`src/rtl/wb_commit_queue_pkg.sv`:
```
// Shared constants, the commit record layout and the write-back data resolver
// for the write-back commit queue.
package wb_commit_queue_pkg;

  // Write-back source selects. The W-stage register and the write-back mux
  // both decode these values.
  localparam logic [1:0] wb_sel_valE  = 2'd0;
  localparam logic [1:0] wb_sel_valM  = 2'd1;
  localparam logic [1:0] wb_sel_pc4   = 2'd2;
  localparam logic       reg_wen_no_w = 1'b0;

  // One retired instruction as seen by the trace consumer (135 bits).
  typedef struct packed {
    logic [31:0] pc;
    logic [31:0] instr;
    logic [31:0] pre_pc;
    logic        wen;
    logic [4:0]  rd;
    logic [31:0] wdata;
    logic        jump;
  } commit_rec_t;

  localparam int REC_W = $bits(commit_rec_t);

  // Pick the value the register file receives; select 3 carries no data.
  function automatic logic [31:0] resolve_wdata(
    input logic [1:0]  sel,
    input logic [31:0] pc,
    input logic [31:0] val_e,
    input logic [31:0] val_m
  );
    logic [31:0] res;
    case (sel)
      wb_sel_valE: res = val_e;
      wb_sel_valM: res = val_m;
      wb_sel_pc4:  res = pc + 32'd4;
      default:     res = 32'd0;
    endcase
    return res;
  endfunction

endpackage

```
`src/rtl/wb_commit_queue_fifo.sv`:
```
// commit_fifo: show-ahead synchronous FIFO. Storage is a plain array with a
// registered read port; the read address is the post-edge read pointer so the
// head register always holds the entry that will be at the front next cycle.
module commit_fifo #(
  parameter  int DEPTH = 4,
  parameter  int W     = 8,
  localparam int CW    = $clog2(DEPTH) + 1
) (
  input  logic          clk,
  input  logic          rst_n,
  input  logic          wr_en,
  input  logic [W-1:0]  wr_data,
  input  logic          rd_en,
  output logic [W-1:0]  rd_data,
  output logic          empty,
  output logic          full,
  output logic [CW-1:0] count
);

  localparam int AW = $clog2(DEPTH);

  logic [W-1:0]  mem [DEPTH];
  logic [W-1:0]  head_reg;
  logic [CW-1:0] wr_ptr_reg;
  logic [CW-1:0] rd_ptr_reg;
  logic [CW-1:0] wr_ptr_next;
  logic [CW-1:0] rd_ptr_next;
  logic          do_wr;
  logic          do_rd;

  // The extra pointer MSB distinguishes full from empty after wrap.
  assign count = wr_ptr_reg - rd_ptr_reg;
  assign empty = (count == '0);
  assign full  = (count == CW'(DEPTH));

  // A write while full is only legal when the head leaves on the same edge.
  assign do_rd = rd_en && !empty;
  assign do_wr = wr_en && (!full || do_rd);

  // Next pointer values, also used as the look-ahead read address.
  always_comb begin
    wr_ptr_next = wr_ptr_reg;
    rd_ptr_next = rd_ptr_reg;
    if (do_wr) wr_ptr_next = wr_ptr_reg + CW'(1);
    if (do_rd) rd_ptr_next = rd_ptr_reg + CW'(1);
  end

  // Pointer registers.
  always_ff @(posedge clk or negedge rst_n) begin
    if (!rst_n) begin
      wr_ptr_reg <= '0;
      rd_ptr_reg <= '0;
    end else begin
      wr_ptr_reg <= wr_ptr_next;
      rd_ptr_reg <= rd_ptr_next;
    end
  end

  // Storage write port; contents need no reset.
  always_ff @(posedge clk) begin
    if (do_wr) mem[wr_ptr_reg[AW-1:0]] <= wr_data;
  end

  // Registered head read. When the slot being written is the next head (the
  // queue goes from empty to one entry), forward the incoming record.
  always_ff @(posedge clk or negedge rst_n) begin
    if (!rst_n) begin
      head_reg <= '0;
    end else if (do_wr && (wr_ptr_reg[AW-1:0] == rd_ptr_next[AW-1:0])) begin
      head_reg <= wr_data;
    end else begin
      head_reg <= mem[rd_ptr_next[AW-1:0]];
    end
  end

  assign rd_data = empty ? '0 : head_reg;

endmodule

```
`src/rtl/wb_commit_queue.sv`:
```
// wb_commit_queue: turns W-stage retirements into commit records, buffers
// them and drains them over a valid/ready trace port. Also reports full to
// the hazard unit, flags dropped commits and counts drained records.
module wb_commit_queue
  import wb_commit_queue_pkg::*;
#(
  parameter  int DEPTH = 4,
  localparam int CW    = $clog2(DEPTH) + 1
) (
  input  logic          clk,
  input  logic          rst_n,
  input  logic          regW_o_commit,
  input  logic [31:0]   regW_o_pc,
  input  logic [31:0]   regW_o_instr,
  input  logic [31:0]   regW_o_pre_pc,
  input  logic          regW_o_wb_reg_wen,
  input  logic [4:0]    regW_o_wb_rd,
  input  logic [1:0]    regW_o_wb_valD_sel,
  input  logic [31:0]   regW_o_valE,
  input  logic [31:0]   regW_o_valM,
  input  logic          regW_branch_jump_o,
  output logic          trace_valid,
  input  logic          trace_ready,
  output logic [31:0]   trace_pc,
  output logic [31:0]   trace_instr,
  output logic [31:0]   trace_pre_pc,
  output logic          trace_wen,
  output logic [4:0]    trace_rd,
  output logic [31:0]   trace_wdata,
  output logic          trace_jump,
  output logic          cq_full,
  output logic [CW-1:0] cq_count,
  output logic          cq_overflow,
  output logic [63:0]   instret
);

  commit_rec_t in_rec;
  commit_rec_t head_rec;
  logic [REC_W-1:0] head_bits;
  logic        fifo_empty;
  logic        deq;
  logic        wen_eff;
  logic        overflow_reg;
  logic [63:0] instret_reg;

  // Form the record; writes to x0 are reported as no write with zero data.
  always_comb begin
    in_rec        = '0;
    wen_eff       = (regW_o_wb_reg_wen != reg_wen_no_w) && (regW_o_wb_rd != 5'd0);
    in_rec.pc     = regW_o_pc;
    in_rec.instr  = regW_o_instr;
    in_rec.pre_pc = regW_o_pre_pc;
    in_rec.wen    = wen_eff;
    in_rec.rd     = regW_o_wb_rd;
    in_rec.wdata  = wen_eff ? resolve_wdata(regW_o_wb_valD_sel, regW_o_pc,
                                            regW_o_valE, regW_o_valM)
                            : 32'd0;
    in_rec.jump   = regW_branch_jump_o;
  end

  assign trace_valid = !fifo_empty;
  assign deq         = trace_valid && trace_ready;

  commit_fifo #(
    .DEPTH (DEPTH),
    .W     (REC_W)
  ) u_commit_fifo (
    .clk     (clk),
    .rst_n   (rst_n),
    .wr_en   (regW_o_commit),
    .wr_data (in_rec),
    .rd_en   (deq),
    .rd_data (head_bits),
    .empty   (fifo_empty),
    .full    (cq_full),
    .count   (cq_count)
  );

  assign head_rec     = commit_rec_t'(head_bits);
  assign trace_pc     = head_rec.pc;
  assign trace_instr  = head_rec.instr;
  assign trace_pre_pc = head_rec.pre_pc;
  assign trace_wen    = head_rec.wen;
  assign trace_rd     = head_rec.rd;
  assign trace_wdata  = head_rec.wdata;
  assign trace_jump   = head_rec.jump;

  // Sticky drop flag: a commit while full with no drain in the same cycle.
  always_ff @(posedge clk or negedge rst_n) begin
    if (!rst_n) begin
      overflow_reg <= 1'b0;
    end else if (regW_o_commit && cq_full && !deq) begin
      overflow_reg <= 1'b1;
    end
  end

  // Retired-instruction counter, one per drained record, wraps naturally.
  always_ff @(posedge clk or negedge rst_n) begin
    if (!rst_n) begin
      instret_reg <= 64'd0;
    end else if (deq) begin
      instret_reg <= instret_reg + 64'd1;
    end
  end

  assign cq_overflow = overflow_reg;
  assign instret     = instret_reg;

endmodule
```
`config.mk`:
```
export PLATFORM = sky130hd
export DESIGN_NAME = wb_commit_queue
export DESIGN_NICKNAME = d
export VERILOG_FILES = /design/src/rtl/wb_commit_queue_pkg.sv /design/src/rtl/wb_commit_queue_fifo.sv /design/src/rtl/wb_commit_queue.sv
export SDC_FILE = /design/constraint.sdc
export NUM_CORES = 1
export LEC_CHECK = 0
export CORE_MARGIN = 3
export CORE_UTILIZATION = 60
export DETAILED_ROUTE_END_ITERATION = 8
export PLACE_DENSITY = 0.88
export SYNTH_ARGS = -nofsm -noshare
export SYNTH_HDL_FRONTEND = slang
export SYNTH_HIERARCHICAL = 1
export SYNTH_SLANG_ARGS = --single-unit
```
`constraint.sdc`:
```
create_clock -name clk -period 13.1 [get_ports clk]
set_input_delay 2.62 -clock clk [delete_from_list [all_inputs] [get_ports clk]]
set_output_delay 2.62 -clock clk [all_outputs]
set_load 0.05 [all_outputs]
```
==> report_table.html <==
<table>
<tr><th>Metric</th><th>Value</th></tr>
<tr><th colspan="2">Outcome</th></tr>
<tr><td>Run status</td><td>finished, final reports clean</td></tr>
<tr><th colspan="2">Clock tree</th></tr>
<tr><td>CTS H-Tree Depth</td><td>3</td></tr>
<tr><td>Bufs on Longest Clock Path</td><td>3</td></tr>
<tr><td>Clk Latency, worst-skew pair</td><td>0.63 ns</td></tr>
<tr><td>Total of cells resized after clock tree synthesis</td><td>0</td></tr>
<tr><td>Hold-fix buffers, CTS</td><td>0</td></tr>
<tr><td>Master cell of the clock root buffer</td><td>sky130_fd_sc_hd__clkbuf_16</td></tr>
<tr><td>TritonCTS clock tree</td><td>built</td></tr>
<tr><td>Sink count of the clock tree</td><td>746</td></tr>
<tr><td>Clock edge transition at the registers on the reported setup and hold paths</td><td>0.06 ns</td></tr>
<tr><td>TritonCTS Buffers</td><td>75</td></tr>
<tr><td>Number of buffers inserted by post-CTS setup repair</td><td>0</td></tr>
<tr><th colspan="2">Drt</th></tr>
<tr><td>Routed length per instance</td><td>26.7 um</td></tr>
<tr><td>Drt via density</td><td>6.74</td></tr>
<tr><td>Vias</td><td>20679</td></tr>
<tr><td>Number of remaining DRC errors</td><td>0</td></tr>
<tr><td>Number of detailed-route iterations in the first pass</td><td>6</td></tr>
<tr><td>Post-route antenna net violation count</td><td>0</td></tr>
<tr><td>Drt initial violations</td><td>2644</td></tr>
<tr><td>Total Wirelength</td><td>82000 um</td></tr>
<tr><th colspan="2">Synthesis</th></tr>
<tr><td>Count of different cell masters after synthesis</td><td>53</td></tr>
<tr><td>Number of synthesized flops with an enable pin</td><td>540</td></tr>
<tr><td>Share of the synthesized area in the top cell type</td><td>55.1%</td></tr>
<tr><td>Most used DFF post-synth</td><td>sky130_fd_sc_hd__edfxtp_1</td></tr>
<tr><td>Synth warnings</td><td>6</td></tr>
<tr><td>Commonest cells in the synthesized netlist</td><td>sky130_fd_sc_hd__edfxtp_1, sky130_fd_sc_hd__o22ai_1, sky130_fd_sc_hd__dfrtp_1</td></tr>
<tr><td>Post-synthesis async set-or-reset flop share</td><td>27.6%</td></tr>
<tr><td>Cell count after synthesis</td><td>2011</td></tr>
<tr><td>Cell area after synthesis</td><td>29400 um2</td></tr>
<tr><td>Number of nets produced by synthesis</td><td>2193</td></tr>
<tr><td>Most used standard cell by instance count after synthesis</td><td>sky130_fd_sc_hd__edfxtp_1</td></tr>
<tr><td>Syn_area_per_cell</td><td>14.6 um2</td></tr>
<tr><td>Top cells by area in the synthesized netlist</td><td>sky130_fd_sc_hd__edfxtp_1, sky130_fd_sc_hd__dfrtp_1, sky130_fd_sc_hd__o22ai_1</td></tr>
<tr><td>Synth area leader</td><td>sky130_fd_sc_hd__edfxtp_1</td></tr>
<tr><td>Sequential element share of the synthesized area</td><td>72.6%</td></tr>
<tr><td>Seq cells post-synth</td><td>746</td></tr>
<tr><th colspan="2">Placement</th></tr>
<tr><td>Final RePlAce weighted congestion</td><td>0.887</td></tr>
<tr><td>Buffers on Ports</td><td>377</td></tr>
<tr><td>Placed wire-length estimate</td><td>46900 um</td></tr>
<tr><td>Total placed instance area</td><td>33700 um2</td></tr>
<tr><th colspan="2">Setup path</th></tr>
<tr><td>Flop-to-flop setup slack</td><td>5.87 ns</td></tr>
<tr><td>Startpoint of the worst-slack reg-to-reg timing path</td><td>u_commit_fifo/rd_ptr_reg[0]</td></tr>
<tr><td>Most frequent cell on the critical path</td><td>sky130_fd_sc_hd__inv_1</td></tr>
<tr><td>Cell Chain, Critical Path</td><td>ha_1, fa_1, xnor3_2, nand2_4, buf_4, inv_1, inv_1, clkdlybuf4s50_1</td></tr>
<tr><td>Required time of the critical path</td><td>10.48 ns</td></tr>
<tr><td>Nature of the critical path startpoint</td><td>flop</td></tr>
<tr><td>Number of cells traversed by the worst register-to-register path</td><td>14</td></tr>
<tr><td>Capture point of the worst path</td><td>trace_valid</td></tr>
<tr><td>Category of the critical setup timing path</td><td>flop to primary output</td></tr>
<tr><td>Cell class contributing the biggest share of worst-path delay</td><td>buffers and inverters</td></tr>
<tr><td>Slowest stage delay, CP</td><td>0.80 ns</td></tr>
<tr><td>Arrival time reported for the critical path endpoint</td><td>4.72 ns</td></tr>
<tr><td>WP depth</td><td>8</td></tr>
<tr><td>Maximum fanout encountered on the critical timing path</td><td>73</td></tr>
<tr><td>Buffers plus inverters on the worst setup path</td><td>4</td></tr>
<tr><td>Worst setup EP type</td><td>primary output</td></tr>
<tr><td>Slowest cell on the critical path</td><td>sky130_fd_sc_hd__clkdlybuf4s50_1</td></tr>
<tr><td>Critical path origin</td><td>u_commit_fifo/rd_ptr_reg[0]</td></tr>
<tr><td>Endpoint of the worst register-to-register path</td><td>u_commit_fifo/head_reg[102]</td></tr>
<tr><th colspan="2">Floorplanning</th></tr>
<tr><td>X dimension of the die</td><td>228 um</td></tr>
<tr><td>Starting density of the core</td><td>61.2%</td></tr>
<tr><td>Count of pins on the block boundary</td><td>378</td></tr>
<tr><td>Area of the placeable core</td><td>48100 um2</td></tr>
<tr><td>DIE HEIGHT</td><td>228 um</td></tr>
<tr><td>Row count</td><td>80</td></tr>
<tr><td>Die Outline Area</td><td>51800 um2</td></tr>
<tr><th colspan="2">Final layout</th></tr>
<tr><td>Fin nets</td><td>2529</td></tr>
<tr><td>Fraction of layout instances using a drive strength above 1</td><td>7.60%</td></tr>
<tr><td>Flip-flop count of the largest register after layout</td><td>540</td></tr>
<tr><td>Number of fill cells</td><td>2728</td></tr>
<tr><td>Synthesis-to-finish area growth</td><td>23.0%</td></tr>
<tr><td>Area of all placed cells without fillers</td><td>36200 um2</td></tr>
<tr><th colspan="2">Timing</th></tr>
<tr><td>Total negative slack</td><td>0 ns</td></tr>
<tr><td>Achievable Freq</td><td>136 MHz</td></tr>
<tr><td>Final Max Tran Viols</td><td>0</td></tr>
<tr><td>Final setup violation count</td><td>0</td></tr>
<tr><td>Worst slew margin relative to its limit</td><td>22.8%</td></tr>
<tr><td>RSZ-0062 raised after global routing</td><td>false</td></tr>
<tr><td>Final worst clock skew</td><td>0.0379 ns</td></tr>
<tr><td>Post-route minimum period</td><td>7.34 ns</td></tr>
<tr><td>Post-route clock period utilization</td><td>56.0%</td></tr>
<tr><td>Worst Max-Slew Pin Slew</td><td>1.16 ns</td></tr>
<tr><td>Number of endpoints with negative hold slack in the final report</td><td>0</td></tr>
<tr><th colspan="2">Flow run</th></tr>
<tr><td>Max_cap viols</td><td>0</td></tr>
<tr><th colspan="2">GRT</th></tr>
<tr><td>First-pass GRT wire length</td><td>124000 um</td></tr>
<tr><td>Number of antenna violations at the first check in global routing</td><td>10</td></tr>
<tr><td>Pin count of the biggest net entering global routing</td><td>99</td></tr>
<tr><td>Gr ovfl total</td><td>0</td></tr>
<tr><td>Global Route Usage Sum</td><td>31.6%</td></tr>
<tr><td>Vias in the first global route</td><td>20425</td></tr>
<tr><th colspan="2">Min path</th></tr>
<tr><td>Path type of the worst min-delay path</td><td>flop to flop</td></tr>
</table>
[cells in the final DEF (no fill, tap or decap), types with 5 or more instances in the layout]
master,instances
sky130_fd_sc_hd__nand4_1,163
sky130_fd_sc_hd__buf_4,28
sky130_fd_sc_hd__clkdlybuf4s50_1,375
sky130_fd_sc_hd__and4_1,7
sky130_fd_sc_hd__nand2_1,47
sky130_fd_sc_hd__clkinv_2,14
sky130_fd_sc_hd__o22ai_1,290
sky130_fd_sc_hd__nor4_1,5
sky130_fd_sc_hd__inv_1,20
sky130_fd_sc_hd__clkinv_1,9
sky130_fd_sc_hd__a22oi_1,5
sky130_fd_sc_hd__clkbuf_16,76
sky130_fd_sc_hd__dfrtp_1,206
sky130_fd_sc_hd__xor2_1,54
sky130_fd_sc_hd__and3_1,7
sky130_fd_sc_hd__and2_1,138
sky130_fd_sc_hd__nand4b_1,5
sky130_fd_sc_hd__nor2_1,41
sky130_fd_sc_hd__nor3_2,8
sky130_fd_sc_hd__ha_1,8
sky130_fd_sc_hd__clkbuf_1,11
sky130_fd_sc_hd__o31ai_1,135
sky130_fd_sc_hd__clkbuf_8,11
sky130_fd_sc_hd__nand3_1,33
sky130_fd_sc_hd__xnor2_1,43
sky130_fd_sc_hd__a21oi_1,15
sky130_fd_sc_hd__nor3_1,20
sky130_fd_sc_hd__mux2i_1,25
sky130_fd_sc_hd__edfxtp_1,540
sky130_fd_sc_hd__bufinv_16,7
[worst reg2reg max path, delay by kind of cell, from the launching register on]
kind                       cells  cell delay [ns]
buffers and inverters          5             2.89
and+or+nand+nor                4             1.93
adders and majority gates      2             0.70
DFF                            1             0.54
xor gates and xnor gates       1             0.52
AOI/OAI and AO/OA              2             0.47
[how the worst min path moves through the flow]
stage,start,end,slack [ns],cells after the start
floorplan,u_commit_fifo/rd_ptr_reg[2],u_commit_fifo/rd_ptr_reg[2],0.49,1
global placement,instret[63],instret[63],0.46,1
CTS,instret[63],instret[63],0.48,1
global route,instret[63],instret[63],0.50,1
detailed placement,instret[63],instret[63],0.47,1
finish,instret[63],instret[63],0.47,1
[through the flow]
stage	hold WS, ns	cells	util, %	worst slack (ns)
finish	0.475	3066	75.2	5.76
global route	0.500	3065	75.2	5.56
CTS	0.481	3064	75.2	5.76
detailed placement	0.468	2926	70.0	6.10
global placement	0.456	2926	70.0	6.26
floorplan	0.494	2011	-	5.96
[logic make-up after synthesis]
family / share of synthesized area, %
mux: 0.850
fa+ha+maj: 0.408
simple gates: 10.2
xor+xnor: 2.97
flops: 72.6
buf+inv: 2.37
compound gates: 10.6
[cell type report]
type,instances,area (um2),share of cell area [%]
clock inverter,40,423,1.17
tap,656,821,2.27
timing repair buffer,404,3980,11.0
sequential,746,21400,59.0
multi-input combinational,1099,7450,20.6
antenna,2,5.00,0.0138
clock buffer,98,2090,5.78
inverter,21,78.8,0.218
[layer usage]
layer	vias to the layer above	part of all wire [%]	GRT usage (%)
met5	-	0.098	0
met3	213	12	7.67
li1	8623	-	-
met2	1690	49	50.5
met1	10141	35	43.0
met4	12	3.3	11.6
Power is not shown: default switching activity piles up to over one toggle a cycle in this logic, so the estimate is an artifact.
